### src/rtl/async_mem_preloader.sv
// Byte-stream to word-memory preload engine: packs bytes into little- or big-endian words
// and writes them from BASE_ADDR upward. Define PRELOADER_CKSUM_EN to add the cksum output.
module async_mem_preloader #(
    parameter int ADDR_W         = 12,
    parameter int BYTES_PER_WORD = 4,
    parameter int BASE_ADDR      = 0,
    parameter int BIG_ENDIAN     = 0
) (
    input  logic                        clk,
    input  logic                        rst_async,
    input  logic                        start,
    input  logic                        byte_valid,
    input  logic [7:0]                  byte_data,
    input  logic                        byte_last,
    output logic                        byte_ready,
    output logic                        mem_we,
    output logic [ADDR_W-1:0]           mem_addr,
    output logic [8*BYTES_PER_WORD-1:0] mem_wdata,
    output logic [BYTES_PER_WORD-1:0]   mem_wmask,
    output logic                        busy,
    output logic                        done,
    output logic                        overflow,
`ifdef PRELOADER_CKSUM_EN
    output logic [31:0]                 cksum,
`endif
    output logic [ADDR_W:0]             word_count
);

    localparam int                LANE_W    = (BYTES_PER_WORD > 1) ? $clog2(BYTES_PER_WORD) : 1;
    localparam logic [LANE_W-1:0] LAST_LANE = LANE_W'(BYTES_PER_WORD - 1);
    localparam logic [ADDR_W-1:0] BASE      = ADDR_W'(BASE_ADDR);

    typedef enum logic [2:0] {
        S_IDLE,
        S_COLLECT,
        S_WRITE,
        S_DRAIN,
        S_DONE
    } state_t;

    state_t                      state, state_nxt;
    logic [LANE_W-1:0]           lane;
    logic [LANE_W-1:0]           lane_sel;
    logic [8*BYTES_PER_WORD-1:0] pack;
    logic [BYTES_PER_WORD-1:0]   mask;
    logic                        last_seen;
    logic                        accept;
    logic                        start_ok;
    logic                        word_end;
    logic                        at_top;

    assign accept   = byte_valid && byte_ready;
    assign start_ok = start && (state == S_IDLE || state == S_DONE);
    assign word_end = accept && (state == S_COLLECT) && (lane == LAST_LANE || byte_last);
    assign at_top   = (mem_addr == '1);
    assign lane_sel = (BIG_ENDIAN != 0) ? LAST_LANE - lane : lane;

    // NOTE: sequential state uses non-blocking assignments so every register samples pre-edge values.
    always_ff @(posedge clk or posedge rst_async) begin
        if (rst_async) begin
            state <= S_IDLE;
        end else begin
            state <= state_nxt;
        end
    end

    // NOTE: every combinational output gets a default first, so no path can infer a latch.
    always_comb begin
        state_nxt = state;
        case (state)
            S_IDLE, S_DONE: if (start_ok) state_nxt = S_COLLECT;
            S_COLLECT:      if (word_end) state_nxt = S_WRITE;
            S_WRITE: begin
                if (last_seen)   state_nxt = S_DONE;
                else if (at_top) state_nxt = S_DRAIN;
                else             state_nxt = S_COLLECT;
            end
            S_DRAIN:        if (accept && byte_last) state_nxt = S_DONE;
            default:        state_nxt = S_IDLE;
        endcase
    end

    always_comb begin
        byte_ready = (state == S_COLLECT) || (state == S_DRAIN);
        mem_we     = (state == S_WRITE);
        busy       = (state == S_COLLECT) || (state == S_WRITE) || (state == S_DRAIN);
        done       = (state == S_DONE);
        mem_wdata  = mem_we ? pack : '0;
        mem_wmask  = mem_we ? mask : '0;
    end

    // NOTE: the packing register is a handful of flops, not a memory, so it is reset like any other state.
    always_ff @(posedge clk or posedge rst_async) begin
        if (rst_async) begin
            lane       <= '0;
            pack       <= '0;
            mask       <= '0;
            last_seen  <= 1'b0;
            mem_addr   <= BASE;
            word_count <= '0;
            overflow   <= 1'b0;
        end else begin
            if (start_ok) begin
                lane       <= '0;
                pack       <= '0;
                mask       <= '0;
                last_seen  <= 1'b0;
                mem_addr   <= BASE;
                word_count <= '0;
                overflow   <= 1'b0;
            end else if (state == S_COLLECT && accept) begin
                pack[lane_sel*8 +: 8] <= byte_data;
                mask[lane_sel]        <= 1'b1;
                last_seen             <= byte_last;
                if (!word_end) lane <= lane + 1'b1;
            end else if (state == S_WRITE) begin
                word_count <= word_count + 1'b1;
                if (!last_seen) begin
                    if (at_top) begin
                        overflow <= 1'b1;
                    end else begin
                        mem_addr <= mem_addr + 1'b1;
                        lane     <= '0;
                        pack     <= '0;
                        mask     <= '0;
                    end
                end
            end
        end
    end

`ifdef PRELOADER_CKSUM_EN
    // Sums every accepted byte, drained ones included, so the image can be verified end to end.
    always_ff @(posedge clk or posedge rst_async) begin
        if (rst_async) begin
            cksum <= '0;
        end else if (start_ok) begin
            cksum <= '0;
        end else if (accept) begin
            cksum <= cksum + {24'd0, byte_data};
        end
    end
`endif

endmodule

### config.mk
export PLATFORM = sky130hd
export DESIGN_NAME = async_mem_preloader
export DESIGN_NICKNAME = d
export VERILOG_FILES = /design/src/rtl/async_mem_preloader.sv
export SDC_FILE = /design/constraint.sdc
export NUM_CORES = 1
export LEC_CHECK = 0
export CORE_ASPECT_RATIO = 0.75
export CORE_MARGIN = 5
export CORE_UTILIZATION = 50
export DETAILED_ROUTE_END_ITERATION = 10
export GPL_ROUTABILITY_DRIVEN = 0
export HOLD_SLACK_MARGIN = 0.1
export PLACE_DENSITY = 0.83
export SLEW_MARGIN = 40
export SYNTH_ARGS = -nofsm -noshare
export SYNTH_HDL_FRONTEND = slang
export SYNTH_SLANG_ARGS = --single-unit
### constraint.sdc
create_clock -name clk -period 2.6 [get_ports clk]
set_input_delay 0.26 -clock clk [delete_from_list [all_inputs] [get_ports clk]]
set_output_delay 0.26 -clock clk [all_outputs]
set_load 0.05 [all_outputs]
==> results of run 1 <==
-- where the power goes --
part | leakage [nW] | switching, mW | internal, mW | total, mW
Combinational | 1.06 | 0.876 | 0.467 | 1.34
Clock | 0.100 | 0.432 | 0.448 | 0.880
Sequential | 0.938 | 0.144 | 1.16 | 1.31
Total | 2.10 | 1.45 | 2.08 | 3.53
-- stage by stage --
stage / utilization (%) / hold slack, ns / instance area (um^2) / power, mW
4_1_cts: 72.7 / 0.348 / 4940 / 3.55
3_5_place_dp: 69.8 / 0.482 / 4750 / 2.66
6_report: 72.7 / 0.341 / 4940 / 3.53
5_1_grt: 72.7 / 0.385 / 4940 / 3.71
3_3_place_gp: 69.8 / 0.474 / 4750 / 2.61
2_1_floorplan: - / 0.377 / 3490 / 2.24
-- final cells by class --
class	instances	share of cell area, %
clock inverters	7	1.49
well taps	84	2.13
flip-flops and latches	68	34.4
repair buffers	84	25.0
clock buffers	9	2.51
multi-input cells	234	33.9
inverters	8	0.607
-- cells in the mapped netlist (2+ instances only) --
library cell,instances,area (um^2)
nor4b_4,2,47.6
nand2_1,28,105
inv_1,8,30.0
clkbuf_1,6,22.5
buf_2,5,25.0
dfrtp_1,68,1700
or3_1,2,12.5
o31ai_1,2,15.0
ha_1,7,87.6
o21ai_0,6,30.0
xnor2_1,7,61.3
nand4_1,7,43.8
nor2b_1,3,18.8
buf_6,2,22.5
nor3_2,2,20.0
a22o_1,33,289
o211ai_1,5,37.5
and2_1,37,231
a21oi_1,15,75.1
nand3_1,11,55.1
nor3_1,2,10.0
o21bai_1,2,15.0
xor2_1,2,17.5
a211oi_4,3,60.1
nor4_1,2,12.5
and4_1,3,26.3
a2111oi_4,2,55.1
buf_4,3,22.5
a31o_2,3,26.3
or4_1,6,45.0
nor2_1,25,93.8
-- sequential cells by signal, indices dropped and copies added, names as in the netlist --
| signal | count |
|---|---|
| overflow | 1 |
| mem_addr | 12 |
| word_count | 13 |
| mask | 4 |
| state | 3 |
| pack | 32 |
| lane | 2 |
| last_seen | 1 |
-- cell usage in the layout (no fill, tap or decap), drive strengths merged, types with 7 or more instances in the layout --
cell / count
a21oi: 16
a22o: 33
and2: 37
buf: 43
clkbuf: 9
clkdlybuf4s50: 41
dfrtp: 68
ha: 7
inv: 10
nand2: 28
nand3: 11
nand4: 7
nor2: 25
or4: 7
xnor2: 7
-- worst max-delay path, stage by stage (launching register included) --
cell and delay [ns]:
dfrtp_1 0.55, or3b_4 0.53, inv_1 0.13, buf_12 0.19, and2_1 0.23, buf_12 0.16
-- routing by layer --
layer / part of all wire (%) / routed length, um
met1: 43 / 3780
met2: 50 / 4470
met3: 6.3 / 561
met4: 0.81 / 72
met5: 0 / 0
-- final timing paths --
kind / from / endpoint / slack, ns / cells after the start
max: state[1]$_DFFE_PP0P_ / mem_wmask[3] / 0.22 / 5
min: rst_async / pack[1]$_DFFE_PP0P_ / 0.34 / 2
max reg2reg: mem_addr[0]$_DFFE_PP0P_ / pack[2]$_DFFE_PP0P_ / 0.45 / 5
min reg2reg: mask[0]$_DFFE_PP0P_ / mask[0]$_DFFE_PP0P_ / 0.50 / 2
max in group asynchronous: rst_async / pack[5]$_DFFE_PP0P_ / 1.62 / 3
min in group clk: mask[0]$_DFFE_PP0P_ / mask[0]$_DFFE_PP0P_ / 0.50 / 2
-- kinds of logic after synthesis --
group,synth area share [%]
DFF,48.7
and+or+nand+nor,22.9
xor gates and xnor gates,2.26
AOI/OAI and AO/OA,20.1
buffers and inverters,3.51
adders and majority gates,2.51
==> metrics.md, run 1 <==
| Metric | Value |
|---|---|
| Slew Limit Headroom | 55.3% |
| Core Rows | 26 |
| Register area | 1700 um^2 |
| Setup repair bufs after CTS | 0 |
| Final setup margin | 0.220 ns |
| Final routed DRC violation total | 0 |
| Post-Syn Nets | 346 |
| Max Cap Violations | 0 |
| Gr ovfl total | 0 |
| Yosys Warn Count | 0 |
| Fillers | 466 |
| Multi-input logic area | 1680 um^2 |
| Final period utilization | 91.5% |
| # resized after CTS | 0 |
| Synth Instances | 326 |
| Nets | 425 |
| Slew Limit Fails | 0 |
| Clock root buffer | clkbuf_8 |
| CTS Hold Bufs | 0 |
| Netlist cell types | 48 |
| Worst min path class | input port to async pin |
| Post-layout min period | 2.38 ns |
| Non-filler instance count after layout | 494 |
| First DRT Iteration DRCs | 251 |
| Async SR Flop Fraction | 100% |
| Busiest metal layer after global routing | met2 |
| H-tree depth | 3 |
| Setup violators final | 0 |
| Area delta synth->final | 41.5% |
| Max Fclk | 420 MHz |
| Met2 GRT Util | 36.4% |
| Worst slew pin tran | 0.669 ns |
| Critical path required time | 2.34 ns |
| Post-DP HPWL | 6380 um |
| Worst setup SP type | flop |
| CP Class | flop to output pin |
| Pwr per Cell Area | 714 nW/um^2 |
| Global Route Usage Sum | 21.3% |
| Antenna violations before repair | 0 |
| DP Worst Slack | 0.360 ns |
| Post-synth EDFFs | 0 |
| Worst Setup End Kind | output pin |
| Met1 Track Usage GR | 26.6% |
| Total CTS buffers | 9 |
| Most used DFF post-synth | dfrtp_1 |
| Leakage power | 2.10 nW |
| Post-route ant nets | 0 |
| Max IR drop VDD | 0.000575 V |
| Avg Cell Area, Syn | 10.7 um^2 |
| Share of layout cells above drive strength 1 | 20.0% |
| Via density | 5.81 |
| Port bufs | 78 |
| Flops & latches, synth | 68 |
| Antenna Cells | 0 |
| Clock skew | 0.00942 ns |
| Pin count of the biggest net entering global routing | 42 |
| DP Cell Count | 478 |
| DIE HEIGHT | 82.4 um |
| Met3 global-route usage | 6.22% |
| DR pass1 iterations | 4 |
| Number of global-route vias before repair | 2940 |
| Final Hold Fails | 0 |
| Core Footprint | 6800 um^2 |
| Clock Tree Buf Depth | 2 |
| IO Pins | 79 |
| CP max FO | 41 |
| Die Area | 8780 um^2 |
| Drt total wl | 8890 um |
| CTS tree | built |
| Clk_lat worst skew | 0.34 ns |
| Die width | 107 um |
| Area of the mapped netlist | 3490 um^2 |
| Reg clk slew, reported paths | 0.08 ns |
| RSZ-0062 raised after global routing | no |
| Sequential-to-total area share from yosys stat | 48.7% |
| First-pass GRT wire length | 14500 um |
| Clock net sink count | 68 |
| Final TNS setup | 0 ns |
| WP data arrival | 2.12 ns |
| Status | finished, final reports clean |
| Initial core utilization | 51.4% |
| Avg WL per Cell | 18.0 um |
| DR vias | 2870 |
Note: power is estimated with default switching activity, not from simulation.
==> inputs of run 2 (changes only) <==
--- a/config.mk
+++ b/config.mk
@@ -11,7 +11,7 @@
 export DETAILED_ROUTE_END_ITERATION = 10
 export GPL_ROUTABILITY_DRIVEN = 0
 export HOLD_SLACK_MARGIN = 0.1
-export PLACE_DENSITY = 0.83
+export PLACE_DENSITY = 0.78
 export SLEW_MARGIN = 40
 export SYNTH_ARGS = -nofsm -noshare
 export SYNTH_HDL_FRONTEND = slang
==> run 2 against run 1 <==
Flip-flop and latch count is the same. Via count shrank 1.7%. First-iteration DRC count shrank 47%. Maximum frequency shrank 2.6%. Clock skew is essentially flat. Sequential power is essentially flat. Utilization shrank 0.13 points. Critical path depth is the same. Clock power is essentially flat. Combinational power is essentially flat. Final cell count grew 0.40%. Global-route usage shrank 0.34 points. Highest routed layer unchanged.
==> metrics.md, run 2 (synthesis results as in run 1) <==
| Metric | Value |
|---|---|
| Slew Limit Headroom | 54.1% (-1.2 points) |
| Antenna violations before repair | 0 (unchanged) |
| Die width | 107 um (unchanged) |
| Setup repair bufs after CTS | 0 (unchanged) |
| Core Footprint | 6800 um^2 (unchanged) |
| Die Area | 8780 um^2 (unchanged) |
| Clk_lat worst skew | 0.34 ns (about the same) |
| Post-route ant nets | 0 (unchanged) |
| Final Util | 72.6% (-0.13 points) |
| FF-to-FF path depth | 5 (unchanged) |
| Worst min path class | input port to async pin |
| First-pass GRT wire length | 14400 um (-1.3%) |
| Clock net sink count | 68 (unchanged) |
| Core Rows | 26 (unchanged) |
| Slew Limit Fails | 0 (unchanged) |
| DR vias | 2820 (-1.7%) |
| DR pass1 iterations | 4 (unchanged) |
| Clock skew | 0.00902 ns (-0.000403 ns) |
| Worst R2R End | pack[5]$_DFFE_PP0P_ |
| Reg clk slew, reported paths | 0.08 ns (about the same) |
| Post-layout min period | 2.44 ns (+0.0646 ns) |
| # resized after CTS | 0 (unchanged) |
| Initial core utilization | 51.4% (unchanged) |
| Flop-to-flop setup slack | 0.47 ns (+0.02 ns) |
| CTS tree | built |
| CP max-delay cell | dfrtp_1 |
| WP data arrival | 2.18 ns (+0.06 ns) |
| Antenna Cells | 0 (unchanged) |
| Clock root buffer | clkbuf_8 |
| Max Cap Violations | 0 (unchanged) |
| Met2 GRT Util | 36.1% (-0.32 points) |
| Pin count of the biggest net entering global routing | 37 (-12%) |
| Worst Setup End Kind | output pin |
| Met3 global-route usage | 5.91% (-0.31 points) |
| Commonest non-fill, non-tap cells in the layout | dfrtp_1 (68), clkdlybuf4s50_1 (41), buf_12 (38) |
| Pwr per Cell Area | 710 nW/um^2 (-0.50%) |
| Post-DP HPWL | 6120 um (-4.0%) |
| Final TNS setup | 0 ns (unchanged) |
| Avg WL per Cell | 17.6 um (-2.2%) |
| Overall Power | 3.51 mW (-0.67%) |
| Max IR drop VDD | 0.000558 V (-3.0%) |
| Total CTS buffers | 9 (unchanged) |
| Met1 Track Usage GR | 26.6% (about the same) |
| Gr ovfl total | 0 (unchanged) |
| Reg-to-reg startpoint | mem_addr[0]$_DFFE_PP0P_ |
| Cells along the critical path | or3b_4 -> inv_1 -> buf_4 -> and2_1 -> buf_12 |
| Reg with most FFs | pack |
| DIE HEIGHT | 82.4 um (unchanged) |
| Final Hold Fails | 0 (unchanged) |
| Hold Slack | 0.344 ns (+0.00287 ns) |
| First DRT Iteration DRCs | 133 (-47%) |
| Worst setup SP type | flop |
| Worst slew pin tran | 0.688 ns (+0.0183 ns) |
| Largest registers | pack (32), word_count (13), mem_addr (12) |
| Largest register FFs | 32 (unchanged) |
| Number of global-route vias before repair | 2825 (-3.9%) |
| IO Pins | 79 (unchanged) |
| CP peak stage delay | 0.56 ns (about the same) |
| Share of layout cells above drive strength 1 | 20.4% (+0.39 points) |
| RSZ-0062 raised after global routing | no |
| Commonest non-fill, non-tap cell in the layout | dfrtp_1 |
| Drt total wl | 8730 um (-1.8%) |
| Leakage power | 2.10 nW (-0.17%) |
| Busiest metal layer after global routing | met2 |
| Area delta synth->final | 41.3% |
| Global Route Usage Sum | 20.9% (-0.34 points) |
| Nets | 427 (+0.47%) |
| Critical path required time | 2.34 ns (about the same) |
| Port bufs | 78 (unchanged) |
| CP max FO | 26 (-37%) |
| H-tree depth | 3 (unchanged) |
| Max Fclk | 409 MHz (-2.6%) |
| Final routed DRC violation total | 0 (unchanged) |
| Final period utilization | 94.0% (+2.5 points) |
| Via density | 5.69 (-2.1%) |
| Status | finished, final reports clean |
| CTS Hold Bufs | 0 (unchanged) |
| Setup violators final | 0 (unchanged) |
| Clock Tree Buf Depth | 2 (unchanged) |
| CP Class | flop to output pin |
==> run 2: changes by cell type in the layout (fill, tap and decap cells not counted) <==
cell / before / now
buf_12: 40 / 38
clkinv_2: 2 / 1
clkinvlp_4: 1 / 3
buf_4: 3 / 7
clkinv_4: 1 / 0
==> run 2: cell type report <==
class | instances | area [um^2]
Clock buffer | 9 | 124
Clock inverter | 7 | 75.1
Fill cell | 473 | 1860
Inverter | 8 | 30.0
Multi-Input combinational cell | 234 | 1680
Sequential cell | 68 | 1700
Tap cell | 84 | 105
Timing Repair Buffer | 86 | 1220
==> run 2: power by group <==
group | switching, mW | leakage, nW | internal, mW
sequential | 0.145 | 0.938 | 1.16
clock | 0.433 | 0.0923 | 0.447
combinational | 0.867 | 1.07 | 0.451
==> run 2: through the flow <==
stage                     cells  setup WS (ns)  area (um^2)
after floorplan             326          0.118         3490
after global placement      480          0.452         4740
after detailed placement    480          0.342         4740
after CTS                   496          0.137         4930
after global routing        496         0.0503         4930
final                       496          0.155         4930
==> run 2: critical path: cells and delay by family (launching register included) <==
kind          cells  cell delay (ns)
simple gates      2             0.77
buf+inv           3             0.51
flops             1             0.56
==> run 2: per-layer routing <==
layer | part of all wire [%] | vias up
met5 | 0 | -
met4 | 0.53 | 0
met3 | 5.0 | 4
met2 | 51 | 69
met1 | 44 | 1403
li1 | - | 1344
==> run 2: worst max-delay path by stage <==
stage	endpoint	slack (ns)	from	cells past startpoint
floorplan	mem_wdata[25]	0.12	state[0]$_DFFE_PP0P_	6
global placement	word_count[9]$_DFFE_PP0P_	0.45	start	5
detailed placement	word_count[9]$_DFFE_PP0P_	0.34	start	5
CTS	mem_wmask[3]	0.14	state[1]$_DFFE_PP0P_	5
global route	mem_wdata[10]	0.05	state[1]$_DFFE_PP0P_	5
finish	mem_wmask[3]	0.16	state[1]$_DFFE_PP0P_	5
==> inputs of run 3 (changes only) <==
--- a/config.mk
+++ b/config.mk
@@ -12,7 +12,6 @@
 export GPL_ROUTABILITY_DRIVEN = 0
 export HOLD_SLACK_MARGIN = 0.1
 export PLACE_DENSITY = 0.78
-export SLEW_MARGIN = 40
 export SYNTH_ARGS = -nofsm -noshare
 export SYNTH_HDL_FRONTEND = slang
 export SYNTH_SLANG_ARGS = --single-unit
==> results of run 3 <==
The final DEF is identical to that of run 2; final timing and power are the same.
